<file path="config.mk">
export PLATFORM = sky130hd
export DESIGN_NAME = shift_left_2
export DESIGN_NICKNAME = d
export VERILOG_FILES = /design/src/rtl/mips_pkg.sv /design/src/rtl/shift_left_2.sv
export SDC_FILE = /design/constraint.sdc
export NUM_CORES = 1
export LEC_CHECK = 0
export ABC_CLOCK_PERIOD_IN_PS = 1300
export CAP_MARGIN = 20
export CORE_AREA = 2 2 61 58
export DETAILED_ROUTE_END_ITERATION = 16
export DIE_AREA = 0 0 63 60
export DONT_BUFFER_PORTS = 1
export GPL_TIMING_DRIVEN = 0
export PLACE_DENSITY_LB_ADDON = 0.1
export SLEW_MARGIN = 5
export SYNTH_ARGS = -nofsm -noshare
export SYNTH_HDL_FRONTEND = slang
export SYNTH_SLANG_ARGS = --single-unit
</file>
<file path="constraint.sdc">
create_clock -name clk -period 1.3 [get_ports clk]
set_input_delay 0.39 -clock clk [delete_from_list [all_inputs] [get_ports clk]]
set_output_delay 0.39 -clock clk [all_outputs]
set_load 0.005 [all_outputs]
</file>
<file path="src/rtl/mips_pkg.sv">
// Shared MIPS datapath definitions: native word width and word type.
// Latency: n/a (types and constants only).
// Backpressure: n/a.
package mips_pkg;

  localparam int WORD_W = 32;

  typedef logic [WORD_W-1:0] word_t;

endpackage : mips_pkg

</file>
<file path="src/rtl/shift_left_2.sv">
// Word-to-byte offset scaler: y = a << SHIFT, with the shifted-out bits and a lost-bits flag.
// Latency: y/lost/ovf are combinational (0 cycles); y_q/ovf_q/out_valid are 1 cycle.
// Backpressure: none; every in_valid beat is captured, no stall path exists.
import mips_pkg::*;

module shift_left_2 #(
  parameter int WIDTH = WORD_W,
  parameter int SHIFT = 2
) (
  input  logic                                 clk,
  input  logic                                 rst,
  input  logic [WIDTH-1:0]                     a,
  input  logic                                 in_valid,
  output logic [WIDTH-1:0]                     y,
  output logic [((SHIFT > 0) ? SHIFT : 1)-1:0] lost,
  output logic                                 ovf,
  output logic [WIDTH-1:0]                     y_q,
  output logic                                 ovf_q,
  output logic                                 out_valid
);

  // A zero-width lost bus cannot be declared, so SHIFT==0 keeps one bit tied low.
  localparam int LOST_W = (SHIFT > 0) ? SHIFT : 1;

  logic [WIDTH-1:0]  w_y;
  logic [LOST_W-1:0] w_lost;
  logic              w_ovf;

  logic [WIDTH-1:0]  r_y_q;
  logic              r_ovf_q;
  logic              r_out_valid;

  // Pure wiring: bits of a (including X/Z) map straight onto y, no clock or reset involved.
  generate
    if (SHIFT > 0) begin : g_shift
      assign w_y    = {a[WIDTH-1-SHIFT:0], {SHIFT{1'b0}}};
      assign w_lost = a[WIDTH-1 -: SHIFT];
      assign w_ovf  = |w_lost;
    end else begin : g_no_shift
      assign w_y    = a;
      assign w_lost = '0;
      assign w_ovf  = 1'b0;
    end
  endgenerate

  // Pipeline copy: reset clears, a valid beat loads, an idle cycle holds data and drops valid.
  always_ff @(posedge clk) begin
    if (!rst) begin
      r_y_q       <= '0;
      r_ovf_q     <= 1'b0;
      r_out_valid <= 1'b0;
    end else if (in_valid) begin
      r_y_q       <= w_y;
      r_ovf_q     <= w_ovf;
      r_out_valid <= 1'b1;
    end else begin
      r_out_valid <= 1'b0;
    end
  end

  assign y         = w_y;
  assign lost      = w_lost;
  assign ovf       = w_ovf;
  assign y_q       = r_y_q;
  assign ovf_q     = r_ovf_q;
  assign out_valid = r_out_valid;

endmodule : shift_left_2

</file>
== Word level (Yosys, flattened, before mapping) ==
Index checks and enable logic that the tools add are counted.

* Multiplexer cells: 1
* Reductions and logical operators: 1

{| class="wikitable"
|+ Operator list
! operator !! number
|-
| 2-bit OR reduction || 1
|-
| 1-bit 2-to-1 mux || 1
|}

* Flip-flop bits (word level): 32
* Word-level logic and storage cells: 5

== Depth between registers and ports, before layout ==
* Depth after elaboration: 1
* Gate-level depth with buffers: 4

== Worst setup path after synthesis ==
OpenSTA, ideal clock, no wires.

* Kind: input-to-reg
* Start point: input in_valid
* End point: register r_y_q[10] (netlist: y_q[10])
* Arrival time: 0.871 ns
* Path slack: 0.313 ns
* Stages: 4
* Buffers on the path: 2
* Cell sequence: buf_6 buf_12 mux2i_1 nor2b_1

{| class="wikitable"
|+ RTL lines
! what !! RTL line !! RTL
|-
| start, declared || shift_left_2.sv:13 || <nowiki>input logic in_valid,</nowiki>
|-
| end signal, assigned || shift_left_2.sv:53 || <nowiki>r_y_q <= w_y;</nowiki>
|-
| end, declared || shift_left_2.sv:29 || <nowiki>logic [WIDTH-1:0] r_y_q;</nowiki>
|}

== Worst setup path after layout ==
* Start point: register r_y_q[28] (netlist: y_q[28])
* End point: output y_q[28]

{| class="wikitable"
|+ RTL lines
! what !! RTL line !! RTL
|-
| end, declared || shift_left_2.sv:17 || <nowiki>output logic [WIDTH-1:0] y_q,</nowiki>
|}

No word-level cell between the ends.

==> results list <==
* Antenna fix cells: 0
- The floorplan has 20 rows.
* Top flip-flop cell by instance count after synthesis: sky130_fd_sc_hd__dfxtp_1
- The count of final hold-check violations is 0.
- Cell taking the most area after synthesis: sky130_fd_sc_hd__dfxtp_1
- Initial standard-cell utilization of the core: 47.48%
- Post-synth EDFFs: 0
- Max cap viols: 0
- Synthesis produced 141 cells.
- The number of hold buffers added after CTS was 0.
- Total Die Area: 3780 um^2
* RSZ-0062 raised after global routing: false
- Pwr/cell area: 1173 nW/um^2
- Number of H-tree branching levels: 2
- STA classifies the critical path startpoint as a register.
- Most frequent cell after synthesis: sky130_fd_sc_hd__buf_4
* Fraction of layout instances using a drive strength above 1: 30.26%
- Clock tree synthesis inserted a total of 5 buffers.
- Using the TritonRoute via totals, the vias-per-cell ratio works out to 4.638.
- In this run the power spent charging and discharging nets is 0.4484 mW.
* Type of the worst min-delay path: in -> reg
* Antenna-violating nets left: 0
* Remaining Overflow, GRT: 0
* Via count of the routed design: 909
- Count of placed standard cells in the final layout, fillers left out: 196
- The first detailed-routing pass ran for 4 iterations.
- For this design, the sink count on the clock tree is 32.
- CTS tree: done
- Average wire per standard cell: 12.60 um
- Clock transition time at the flip-flop clock pins of the worst setup and hold paths: 90 ps
- Net switching fraction of the power: 23.40%
- Of the total power, combinational logic draws 13.4%.
* Timing-limited maximum frequency: 922.1 MHz
- Input/output buffers: 0
- Pin placement for this block handled 104 I/O pins.
- The commonest cells after synthesis are sky130_fd_sc_hd__buf_4 (36), sky130_fd_sc_hd__dfxtp_1 (32), sky130_fd_sc_hd__mux2i_1 (30), sky130_fd_sc_hd__nor2b_1 (30).
- Setup bufs post-CTS: 0
- Wire length of the first global-routing pass: 3.857 mm
- Half-perimeter wire length after placement: 1.903 mm
- Area of the mapped netlist: 1509 um^2
- Bufs on Longest Clock Path: 2
- Status: finished clean
- Pin count of the biggest net entering global routing: 11
- The worst register-to-register path has a setup slack of 660 ps.
- Counting flops and latches in the post-synthesis netlist gives 32.
- Sequential share of the synthesized area: 42.45%
* Number of endpoints failing setup at the final stage: 0
- Core ar.: 3178 um^2
- Ranked by total cell area, the synthesized netlist is headed by sky130_fd_sc_hd__dfxtp_1 (42%), sky130_fd_sc_hd__mux2i_1 (20%), sky130_fd_sc_hd__buf_4 (18%).
- For this run, the post-layout net count is 186.
- The internal power of the cells totals 1.468 mW.
- After synthesis, the largest area contributor takes up 42.45% of total cell area.
- The die is 63 um wide.
- Across the VDD grid, the largest voltage drop is 0.8061 mV.
- On the final layout, the worst clock skew is 0 ps.
* Via count of the first global-routing pass: 830
- The detailed router finished its first iteration with 7 violations.
* Antenna violations before repair: 0
* GRT Resource Usage Total: 13.90%
* Data required time of the worst path: 910 ps
- After synthesis, the share of flip-flops with an asynchronous set or reset is 0%.
- The final count of pins violating max slew is 0.
* DRC violations left: 0
* Clock network fraction of design power: 30.1%
- Once the clock tree was built, the resizer swapped 0 gates to a different size.
- Wires add up to 2.469 mm.
* Part of the total power dissipated in sequential elements: 56.5%
* Sum of negative setup slack: 0 ps
- For the worst-skew pair, the clock arrives at the later sink with an insertion delay of 320 ps.
- Synth Warn #: 0
* Reported leakage power: 0.7627 nW
- STA classifies the critical path endpoint as an output pin.
- In this run the mean area of a mapped cell was 10.70 um^2.
* Routability cong.: 0.6844
* Worst setup path category: reg -> out
* Final clock period utilization by the worst path: 83.42%
* Critical path fanouts, max: 2
- Arrival time of data at the critical path endpoint: 690 ps
- The routed design could run at a clock period as short as 1085 ps.
* Post-Place Cells: 188
- In this run, distinct cell masters in the synthesized netlist total 13.
* Vert. Die Dim: 60 um
- CTS root buffer: sky130_fd_sc_hd__clkbuf_4
* Layout Area Growth over Synthesis: 8.292%
## metal layers
layer	track usage, %	routed length [um]	vias up
li1	-	-	431
met3	8.475	335	5
met2	22.49	1167	64
met1	14.49	924	409
met4	6.667	42	0
met5	0	0	-
## cells by family after synthesis
kind of cell | synth area share [%]
buffers and inverters | 23.63
flip-flops | 42.45
AND/OR/NAND/NOR | 13.10
multiplexers | 19.90
AO/OA/AOI/OAI | 0.6627
other | 0.2485
## registers in the layout (all words and copies together) (netlist names)
name	cells
out_valid	1
ovf_q	1
y_q	30
## area by class of cell
type / instances / area, um^2
Clock buffer: 8 / 58.81
Tap cell: 44 / 55.05
Sequential cell: 32 / 640.6
Fill cell: 301 / 1544
Inverter: 1 / 3.754
Multi-Input combinational cell: 68 / 523.0
Buffer: 43 / 352.8
## cells in the final DEF (no fill, tap or decap)
cell and count:
sky130_fd_sc_hd__a21oi_1 1, sky130_fd_sc_hd__and2_1 1, sky130_fd_sc_hd__buf_12 3, sky130_fd_sc_hd__buf_4 36
sky130_fd_sc_hd__buf_6 1, sky130_fd_sc_hd__clkbuf_1 5, sky130_fd_sc_hd__clkbuf_4 5, sky130_fd_sc_hd__clkbuf_8 1
sky130_fd_sc_hd__conb_1 4, sky130_fd_sc_hd__dfxtp_1 32, sky130_fd_sc_hd__inv_1 1, sky130_fd_sc_hd__mux2i_1 30
sky130_fd_sc_hd__nor2_1 1, sky130_fd_sc_hd__nor2b_1 30, sky130_fd_sc_hd__o21ai_0 1
## power by group through the flow
stage | Combinational (mW) | Clock (mW) | Sequential [mW]
after floorplan | 0.236 | 0 | 1.09
after global placement | 0.257 | 0 | 1.11
after detailed placement | 0.262 | 0 | 1.11
after CTS | 0.262 | 0.606 | 1.08
after global routing | 0.284 | 0.645 | 1.09
final | 0.257 | 0.576 | 1.08
## through the flow
stage	area (um^2)	setup WS [ps]	power, mW	hold slack, ps	utilization, %
3_3_place_gp	1575	266.9	1.363	523.5	49.57
6_report	1634	215.5	1.916	194.1	51.42
4_1_cts	1634	193.6	1.953	176.7	51.42
3_5_place_dp	1575	232.2	1.368	525.9	49.57
5_1_grt	1634	161.7	2.020	175.7	51.42
2_1_floorplan	1520	313.3	1.331	507.3	-
## worst paths after layout
kind              startpoint       to  cells after the start
setup / recovery     y_q[28]  y_q[28]                      0
hold / removal           rst  y_q[29]                      1
setup reg to reg     y_q[10]  y_q[10]                      2
hold reg to reg      y_q[13]  y_q[13]                      2
Note: power is estimated with default switching activity, not from simulation.
